$ cat src/rtl/hwsw_comm_pkg.sv
// Shared hardware/software handshake codes and tx FSM types.
// Used by both the transmit and receive sides of the PIO link.
package hwsw_comm_pkg;

  localparam logic [1:0] HS_IDLE  = 2'd0;
  localparam logic [1:0] HS_DONE  = 2'd1;
  localparam logic [1:0] HS_VALID = 2'd2;

  typedef enum logic [1:0] {
    ST_IDLE    = 2'd0,
    ST_SEND    = 2'd1,
    ST_RELEASE = 2'd2
  } tx_state_e;

  function automatic logic [1:0] hs_code(input tx_state_e s);
    case (s)
      ST_SEND:    return HS_VALID;
      ST_RELEASE: return HS_DONE;
      default:    return HS_IDLE;
    endcase
  endfunction

endpackage

$ cat src/rtl/msg_fifo.sv
// Single-clock FIFO holding outbound message words.
// DEPTH must be a power of two so the pointers wrap naturally.
module msg_fifo #(
  parameter int MSG_W = 16,
  parameter int DEPTH = 4
) (
  input  logic                   clk,
  input  logic                   reset,
  input  logic                   push,
  input  logic [MSG_W-1:0]       wdata,
  input  logic                   pop,
  output logic [MSG_W-1:0]       rdata,
  output logic                   full,
  output logic                   empty,
  output logic [$clog2(DEPTH):0] count
);

  localparam int AW = $clog2(DEPTH);
  localparam int CW = AW + 1;

  logic [MSG_W-1:0] mem [DEPTH];
  logic [AW-1:0]    wr_ptr;
  logic [AW-1:0]    rd_ptr;

  always_ff @(posedge clk or negedge reset) begin
    if (!reset) begin
      wr_ptr <= '0;
      rd_ptr <= '0;
      count  <= '0;
    end else begin
      if (push) wr_ptr <= wr_ptr + 1'b1;
      if (pop)  rd_ptr <= rd_ptr + 1'b1;
      case ({push, pop})
        2'b10:   count <= count + 1'b1;
        2'b01:   count <= count - 1'b1;
        default: ;
      endcase
    end
  end

  // Storage needs no reset; count gates every read.
  always_ff @(posedge clk) begin
    if (push) mem[wr_ptr] <= wdata;
  end

  assign rdata = mem[rd_ptr];
  assign full  = (count == CW'(DEPTH));
  assign empty = (count == '0);

endmodule

$ cat src/rtl/hw_sw_msg_tx.sv
// Hardware-to-software message transmitter over a 2-bit four-phase PIO handshake.
// Optional macro HWSW_TX_TIMEOUT_EN adds a per-state handshake timeout.
module hw_sw_msg_tx
  import hwsw_comm_pkg::*;
#(
  parameter int MSG_W          = 16,
  parameter int DEPTH          = 4,
  parameter int TIMEOUT_CYCLES = 50000000
) (
  input  logic                   clk,
  input  logic                   reset,
  input  logic                   msg_valid,
  input  logic [MSG_W-1:0]       msg_data,
  output logic                   msg_ready,
  output logic [MSG_W-1:0]       to_sw_data,
  output logic [1:0]             to_sw_sig,
  input  logic [1:0]             sw_ack_sig,
  output logic [$clog2(DEPTH):0] fifo_count,
  output logic [7:0]             drop_count,
  output logic                   tx_error
);

  tx_state_e        state;
  tx_state_e        state_d;
  logic             push;
  logic             pop;
  logic             full;
  logic             empty;
  logic             tmo_hit;
  logic             tmo_fire;
  logic [MSG_W-1:0] head;

  assign msg_ready = !full;
  assign push      = msg_valid && !full;

  msg_fifo #(
    .MSG_W (MSG_W),
    .DEPTH (DEPTH)
  ) u_fifo (
    .clk   (clk),
    .reset (reset),
    .push  (push),
    .wdata (msg_data),
    .pop   (pop),
    .rdata (head),
    .full  (full),
    .empty (empty),
    .count (fifo_count)
  );

  always_comb begin
    state_d  = state;
    pop      = 1'b0;
    tmo_fire = 1'b0;
    case (state)
      ST_IDLE: begin
        if (!empty && sw_ack_sig == HS_IDLE) state_d = ST_SEND;
      end
      ST_SEND: begin
        if (sw_ack_sig == HS_VALID) begin
          state_d = ST_RELEASE;
          pop     = 1'b1;
        end else if (tmo_hit) begin
          state_d  = ST_IDLE;
          tmo_fire = 1'b1;
        end
      end
      ST_RELEASE: begin
        if (sw_ack_sig == HS_IDLE) begin
          state_d = ST_IDLE;
        end else if (tmo_hit) begin
          state_d  = ST_IDLE;
          tmo_fire = 1'b1;
        end
      end
      default: state_d = ST_IDLE;
    endcase
  end

  always_ff @(posedge clk or negedge reset) begin
    if (!reset) begin
      state      <= ST_IDLE;
      to_sw_sig  <= HS_IDLE;
      to_sw_data <= '0;
    end else begin
      state     <= state_d;
      to_sw_sig <= hs_code(state_d);
      if (state == ST_IDLE && state_d == ST_SEND) to_sw_data <= head;
    end
  end

  always_ff @(posedge clk or negedge reset) begin
    if (!reset) begin
      drop_count <= '0;
    end else if (msg_valid && full && drop_count != 8'hFF) begin
      drop_count <= drop_count + 8'd1;
    end
  end

`ifdef HWSW_TX_TIMEOUT_EN
  logic [31:0] tmo_cnt;

  assign tmo_hit = (tmo_cnt == 32'(TIMEOUT_CYCLES - 1));

  always_ff @(posedge clk or negedge reset) begin
    if (!reset) begin
      tmo_cnt  <= '0;
      tx_error <= 1'b0;
    end else begin
      if (state_d != state)      tmo_cnt <= '0;
      else if (state != ST_IDLE) tmo_cnt <= tmo_cnt + 32'd1;
      if (tmo_fire) tx_error <= 1'b1;
    end
  end
`else
  logic unused_tmo;

  assign tmo_hit    = 1'b0;
  assign tx_error   = 1'b0;
  assign unused_tmo = tmo_fire ^ (TIMEOUT_CYCLES > 0);
`endif

endmodule
$ cat config.mk
export PLATFORM = sky130hd
export DESIGN_NAME = hw_sw_msg_tx
export DESIGN_NICKNAME = d
export VERILOG_FILES = /design/src/rtl/hwsw_comm_pkg.sv /design/src/rtl/msg_fifo.sv /design/src/rtl/hw_sw_msg_tx.sv
export SDC_FILE = /design/constraint.sdc
export NUM_CORES = 1
export LEC_CHECK = 0
export CAP_MARGIN = 5
export CORE_MARGIN = 2
export CORE_UTILIZATION = 59
export DETAILED_ROUTE_END_ITERATION = 10
export GPL_ROUTABILITY_DRIVEN = 0
export GPL_TIMING_DRIVEN = 1
export HOLD_SLACK_MARGIN = 0.06
export PLACE_DENSITY = 0.85
export SYNTH_ARGS = -nofsm -noshare
export SYNTH_HDL_FRONTEND = slang
export SYNTH_SLANG_ARGS = --single-unit
$ cat constraint.sdc
create_clock -name clk -period 3.43 [get_ports clk]
set_input_delay 0.686 -clock clk [delete_from_list [all_inputs] [get_ports clk]]
set_output_delay 0.686 -clock clk [all_outputs]
set_load 0.005 [all_outputs]
Word level (Yosys, flattened, before mapping)

Memory sizes are Yosys's and may differ from the RTL's. A register that Yosys moved wholly into a read port is not among the register bits.
Cells that the tools add are included.

Input bits: 21
RAM bits: 64
Register bits after elaboration: 19
Memories kept: 1
Output and inout bits: 31

Memory list:

| name       | depth | width | rd ports | clocked after Yosys merged registers in | wr ports | line           | text |
|---|---|---|---|---|---|---|---|
| u_fifo.mem | 4     | 16    | 1        | 1                                       | 1        | msg_fifo.sv:21 | `logic [MSG_W-1:0] mem [DEPTH];` |

Mux-type cells: 10
Reduce and logical (&&, ||, !) cells: 12
Eq/ne operators: 9
Add/sub/neg operators: 5

Operators by type and width:

| operator                                                            | count |
|---|---|
| 8-bit by 1-bit adder with 8-bit output (second input constant)      | 1 |
| 2-bit == test (second input constant)                               | 4 |
| 8-bit != test (second input constant)                               | 1 |
| 2-bit by 1-bit == test with 1-bit output (second input constant)    | 3 |
| 2-bit two-way mux                                                   | 3 |
| 2-bit one-hot mux with 3 select lines                               | 1 |
| 3-bit one-hot mux with 2 select lines                               | 1 |
| 1-bit logical AND                                                   | 5 |
| 2-bit by 1-bit adder with 2-bit output (second input constant)      | 2 |
| 2-bit logical NOT                                                   | 2 |
| 1-bit two-way mux                                                   | 4 |
| 2-bit one-hot mux with 2 select lines                               | 1 |
| 3-bit by 1-bit adder with 3-bit output (second input constant)      | 1 |
| 3-bit == test (second input constant)                               | 1 |
| 1-bit logical NOT                                                   | 3 |
| 3-bit logical NOT                                                   | 1 |
| 3-bit by 1-bit subtractor with 3-bit output (second input constant) | 1 |
| 2-bit nonzero test                                                  | 1 |

Depth between registers and ports, before layout

Gate-level depths: netlist of the first run.

Depth after elaboration: 7
Mapped depth: 9

Cells and area by module

Synthesis of the first run repeated with hierarchy kept, for this count alone.

Cells, all modules: 212
Area, all modules: 3963.8 µm²

Modules (own cells, without submodules):

| module       | area an instance (µm²) | cells each | times used | seq. area each (µm²) |
|---|---|---|---|---|
| msg_fifo     | 2747.6                 | 121        | 1          | 2097.0 |
| hw_sw_msg_tx | 1216.2                 | 91         | 1          | 700.7 |

Least setup slack after synthesis of the first run

No wires, ideal clock.

Path kind: register to register
From: register u_fifo.count[0]
To: register u_fifo.count[2]
Stages on the path, launching flop included: 10
Required time: 3351 ps
Path slack: 1334 ps
Data arrival time: 2017 ps
Path buffers: 0
Cell sequence: dfrtp_1 > or3b_4 > and2_4 > inv_1 > ha_1 > inv_1 > fa_1 > xor2_1 > nor2_1 > xor2_1

Longest elaborated chain between the ends: 5
Elaborated cells between the ends (all ways): 9
Classes of those cells: add/sub (2); eq/ne (3); mux (1); reduce/logical (3)

RTL lines:

| what                                                                               | line               | text |
|---|---|---|
| start, declared                                                                    | msg_fifo.sv:15     | `output logic [$clog2(DEPTH):0] count` |
| start signal, assigned                                                             | msg_fifo.sv:34     | `2'b10: count <= count + 1'b1;` |
| start signal, assigned                                                             | msg_fifo.sv:35     | `2'b01: count <= count - 1'b1;` |
| 3-bit == test (*)                                                                  | msg_fifo.sv:47     | `assign full = (count == CW'(DEPTH));` |
| 1-bit logical NOT (*)                                                              | -                  |  |
| named net msg_ready                                                                | hw_sw_msg_tx.sv:14 | `output logic msg_ready,` |
| 1-bit logical AND (*)                                                              | hw_sw_msg_tx.sv:34 | `assign push = msg_valid && !full;` |
| 2-bit by 1-bit == test with 1-bit output / 2-bit == test (equally long branches)   | msg_fifo.sv:33     | `case ({push, pop})` |
| 3-bit one-hot mux with 2 select lines / 2-bit nonzero test (equally long branches) | -                  |  |

The timed path passes the listed nets; every way through them passes the cells marked *.
A chain may end at the register's enable or synchronous reset.

Worst setup path in the final report of the first run

From: register u_fifo.count[2]
To: output port msg_ready

Longest elaborated chain between the ends: 2

RTL lines:

| what              | line               | text |
|---|---|---|
| 3-bit == test     | msg_fifo.sv:47     |  |
| 1-bit logical NOT | hw_sw_msg_tx.sv:33 | `assign msg_ready = !full;` |
| end, declared     | hw_sw_msg_tx.sv:14 |  |

No other way between the ends.

==> results of run 1 <==
==> placed cells by master, fill, tap and decap left out <==
cell,instances
a21oi_1,2
and2_4,1
and3_1,7
and4_1,1
and4bb_2,2
buf_2,1
buf_4,5
clkbuf_8,9
clkdlybuf4s50_1,49
clkinv_4,1
clkinvlp_4,1
conb_1,1
dfrtp_1,35
edfxtp_1,64
fa_1,1
ha_1,6
inv_1,7
inv_6,3
inv_8,2
mux2_2,21
mux2i_1,1
mux4_1,8
mux4_2,8
nand2_1,4
nand2b_1,4
nand3_1,3
nand4_1,1
nand4bb_1,1
nor2_1,2
nor2b_1,1
nor3_1,2
nor3b_1,2
nor4_1,1
o2111ai_1,1
o211ai_1,2
o21ai_0,2
or3b_4,1
xnor2_1,6
xor2_1,3
==> state kept, by name, indices dropped and copies added (netlist names) <==
| signal | flops |
|---|---|
| u_fifo.wr_ptr | 2 |
| state | 2 |
| u_fifo.rd_ptr | 2 |
| to_sw_data | 16 |
| drop_count | 8 |
| to_sw_sig | 2 |
| u_fifo.count | 3 |
| u_fifo.mem | 64 |
==> power groups by stage <==
| stage | registers, mW | clock network (mW) | logic, mW |
|---|---|---|---|
| 6_report | 1.88 | 0.716 | 1.06 |
| 5_1_grt | 1.92 | 0.776 | 1.16 |
| 4_1_cts | 1.88 | 0.729 | 1.08 |
| 3_5_place_dp | 1.91 | 0 | 1.07 |
| 3_3_place_gp | 1.89 | 0 | 1.03 |
| 2_1_floorplan | 1.78 | 0 | 0.678 |
==> synth_stat cells (4+ instances only) <==
library cell / number / area share
xnor2_1: 6 / 0.013
nand2b_1: 4 / 0.0063
dfrtp_1: 35 / 0.22
mux4_1: 8 / 0.053
ha_1: 6 / 0.019
edfxtp_1: 64 / 0.49
mux2_2: 21 / 0.060
and3_1: 7 / 0.011
nand2_1: 4 / 0.0038
inv_1: 7 / 0.0066
mux4_2: 8 / 0.046
==> area by class of cell <==
class                      count  area, um2  share of cell area
clock buffer                   9        124              0.0263
clock inverter                 7       65.1              0.0138
inverter                       7       26.3             0.00557
multi-input combinational     95       1070               0.228
sequential                    99       2800               0.593
tap                           77       96.3              0.0204
timing repair buffer          55        533               0.113
==> layer usage <==
metal / share of wire / wire [um] / global-route usage
met1: 0.45 / 2900 / 0.257
met2: 0.49 / 3180 / 0.308
met3: 0.045 / 295 / 0.0385
met4: 0.021 / 136 / 0.0952
met5: 0 / 0 / 0
==> through the flow <==
stage	power, mW	hold slack (ns)	utilization	setup WS (ns)	area, um2
2_1_floorplan	2.46	0.390	-	1.33	3950
3_3_place_gp	2.92	0.488	0.705	0.831	4530
3_5_place_dp	2.98	0.495	0.705	0.794	4530
4_1_cts	3.69	0.421	0.734	0.987	4720
5_1_grt	3.85	0.473	0.734	0.944	4720
6_report	3.66	0.407	0.734	0.999	4720
==> cells by family (layout without fill, tap and decap cells) <==
logic type | after synthesis | after routing | share of synthesized area
compound gates | 7 | 7 | 0.0111
simple gates | 33 | 33 | 0.0544
flops | 99 | 99 | 0.708
buf+inv | 14 | 78 | 0.0206
mux | 38 | 38 | 0.161
fa+ha+maj | 7 | 7 | 0.0241
other cells | 1 | 1 | 0.000949
xor+xnor | 9 | 9 | 0.0199
==> final timing paths <==
kind	start	endpoint	slack, ns	cells after the start
max	u_fifo.count[2]	msg_ready	1.0	2
min	reset	drop_count[7]	0.41	1
max reg2reg	u_fifo.count[2]	u_fifo.count[2]	1.18	9
min reg2reg	to_sw_data[6]	to_sw_data[6]	0.51	1
max in group asynchronous	reset	to_sw_data[4]	2.51	1
min in group clk	to_sw_data[6]	to_sw_data[6]	0.51	1
==> run summary, run 1 <==
status - complete, but fails checks
failing checks - DRC
crit path time final - 2.43 ns
Leakage - 1.77 nW
GRT Resource Usage Total - 0.193
global-route wire length before repair - 10,400 um
io pins - 52
Switching Share - 0.292
total power divided by cell area - 775 nW/um2
Arr. time, crit path - 1.75 ns
H-Tree Depth - 3
post-synthesis cell count - 208
Initial DRC Count - 109
Flop pwr share - 0.514
iteration count of the initial detailed-routing pass - 8
Top delay family on crit path - flip-flops
WL final - 6520 um
Async SR Flop Fraction - 0.354
Post-synth EDFFs - 64
Net Sw Power - 1.07 mW
leading register cell type out of synthesis - edfxtp_1
vias in the first global route - 2,047
largest net degree at the start of global routing - 36
CP max-delay cell - dfrtp_1
clk sinks - 99
Initial Util - 0.615
maximum vdd drop - 0.473 mV
PostCTS Resize Cnt - 0
initial antenna violation count - 0
Fill cells - 411
max incr delay on CP - 0.48 ns
Max Fclk - 411 MHz
Worst-path clk slew - 0.10 ns
setup bufs post-CTS - 0
clock share of power - 0.196
syn_nets - 236
Area Overhead vs Synth - 19.3%
Finished Layout Cells - 349
count of input and output buffers - 50
Mean Syn Cell Area - 19.0 um2
clock latency at the later pin of the worst-skew pair - 0.36 ns
worst slew pin tran - 1.00 ns
row cnt - 29
aggregate global routing overflow - 0
die area - 7370 um2
Cell Area, Synth - 3950 um2
core box area - 6420 um2
Internal Power - 2.59 mW
CP Launch Type - register
total number of yosys warnings - 0
worst setup path category - register to output port
clock buffer depth - 2
fin. max-slew vios - 0
#FFs+latches synth - 99
Die H - 85.9 um
dpl cells - 333
Die X - 85.9 um
Yosys cell types - 35
critical path capture point type - output port
ant diodes - 0
RSZ-0062 raised after global routing - false
endpoints failing setup - 0
final hold violation count - 0
relative slew slack - 0.330
final HPWL from detailed placement - 4170 um
crit path buf inv count - 1
NumNets Final - 295
CP Cell Sequence - or3b_4 -> clkdlybuf4s50_1
CTS tree - built
via/cell ratio - 5.81
Worst Skew - 0.0113 ns
antenna viol nets, final - 0
# Max-Cap Violations - 0
sequential share of the synthesized area - 0.708
Root Buffer - clkbuf_8
CP required - 2.74 ns
DR vias - 2,027
Post-Route Setup TNS - 0 ns
hold_buf cts - 0
layout cells sized above 1 - 0.202
Hold Crit Class - input pin to async pin
CP max FO - 6
drt drc - 4
drt wl/cell - 18.7 um
Gate power share - 0.290
total CTS buffers - 9
Final Cycle Share - 0.709
Power figures use the tool's default switching activity.
==> inputs of run 2 (changes only) <==
Settings changed: CORE_UTILIZATION 59 to 49, PLACE_DENSITY 0.85 to 0.75.
Clock period 3.43 ns to 2.2 ns, I/O delays scaled along.
==> run summary, run 2 (synthesis results as in run 1) <==
total power - 5.92 mW
final HPWL from detailed placement - 4100 um
antenna viol nets, final - 0
clock buffer depth - 2
crit path time final - 2.11 ns
CTS tree - built
total CTS buffers - 9
max layer used - met4
clock latency at the later pin of the worst-skew pair - 0.37 ns
Area Overhead vs Synth - 23.3%
final hold violation count - 0
global-route wire length before repair - 10,300 um
ant diodes - 0
largest net degree at the start of global routing - 36
dpl cells - 369
pre-CTS setup slack - -0.0631 ns
fin worst setup slack - 0.0870 ns
via/cell ratio - 5.25
initial antenna violation count - 0
Gate power share - 0.315
Finished Layout Cells - 386
Internal Power - 4.32 mW
Flop pwr share - 0.468
count of input and output buffers - 50
CP max FO - 3
worst setup path category - register to register
Switching Share - 0.270
CP Launch Type - register
Fill cells - 576
row cnt - 32
total power divided by cell area - 1210 nW/um2
WL final - 6280 um
Die X - 93.8 um
GRT Resource Usage Total - 0.161
io pins - 52
vias in the first global route - 2,070
layout cells sized above 1 - 0.236
critical path capture point type - register
die area - 8800 um2
Initial DRC Count - 86
reg2reg setup slack - 0.09 ns
Final Cycle Share - 0.960
CP max-delay cell - or3b_4
H-Tree Depth - 3
met3 WL - 245 um
Worst-path clk slew - 0.10 ns
Largest register FFs - 64
Hold Crit Class - input pin to async pin
NumNets Final - 307
Net Sw Power - 1.60 mW
most common cell after layout, fill and taps aside - edfxtp_1
# Max-Cap Violations - 0
clock share of power - 0.217
footprint of the multi-input gates - 1080 um2
Leakage - 1.84 nW
worst slew pin tran - 0.829 ns
CP Cell Sequence - or3b_4 -> and2_4 -> inv_1 -> ha_2 -> inv_1 -> fa_1 -> xor2_1 -> nor2_1 -> xor2_1
endpoints failing setup - 0
status - completed
commonest non-fill, non-tap cells in the layout - 64 x edfxtp_1, 49 x clkdlybuf4s50_1, 35 x dfrtp_1
hold_buf cts - 0
Post-Route Setup TNS - 0 ns
aggregate global routing overflow - 0
clk sinks - 99
crit path buf inv count - 2
Max Fclk - 473 MHz
Post-DP Area - 4640 um2
relative slew slack - 0.447
Die H - 93.8 um
max incr delay on CP - 0.40 ns
Worst Skew - 0.0114 ns
drt drc - 0
Initial Util - 0.509
Arr. time, crit path - 2.41 ns
Design Area, Final - 4870 um2
Top delay family on crit path - simple AND/OR/NAND/NOR gates
biggest regs - u_fifo.mem: 64 flops, to_sw_data: 16 flops, drop_count: 8 flops
maximum vdd drop - 0.661 mV
DR vias - 2,025
drt wl/cell - 16.3 um
register area - 2800 um2
fin. max-slew vios - 0
core box area - 7770 um2
largest reg by FF count - u_fifo.mem
Root Buffer - clkbuf_8
iteration count of the initial detailed-routing pass - 4
met1 WL - 2830 um
WL met2 - 3090 um
CP required - 2.50 ns
-- run 2: per-layer routing --
layer | vias up | GRT usage
met2 | 44 | 0.255
met3 | 9 | 0.0498
met4 | 0 | 0.0688
met5 | - | 0
met1 | 1023 | 0.207
li1 | 949 | -
-- run 2: path summary, 6_finish.rpt --
kind                                 start               to  cells after the start
max in group asynchronous            reset   to_sw_data[13]                      1
max reg2reg                u_fifo.count[0]  u_fifo.count[2]                      9
max                        u_fifo.count[0]  u_fifo.count[2]                      9
min                                  reset    drop_count[3]                      1
min reg2reg                 to_sw_data[14]   to_sw_data[14]                      1
min in group clk            to_sw_data[14]   to_sw_data[14]                      1
-- run 2: what timing repair did --
item / CTS / global route
resized for setup: 0 / 1
buffers inserted: 0 / 1
endpoints found under the setup margin: 0 / 1
-- run 2: per-stage QoR --
step                       util  hold WS [ns]
after detailed placement  0.597         0.497
final                     0.628         0.159
after global routing      0.628         0.205
after CTS                 0.626         0.171
after floorplan               -         0.144
after global placement    0.597         0.491
-- run 2: power groups by stage --
stage | logic [mW] | clock network (mW) | registers [mW]
after floorplan | 1.06 | 0 | 2.78
after global placement | 1.85 | 0 | 2.80
after detailed placement | 1.89 | 0 | 2.82
after CTS | 1.90 | 1.33 | 2.78
after global routing | 2.06 | 1.39 | 2.83
final | 1.87 | 1.29 | 2.77
-- run 2: cell type report --
class / instances / share of cell area
clock inverter: 6 / 0.0198
clock buffer: 10 / 0.0262
tap: 102 / 0.0262
sequential: 99 / 0.574
multi-input combinational: 95 / 0.221
timing repair buffer: 67 / 0.128
inverter: 7 / 0.00539
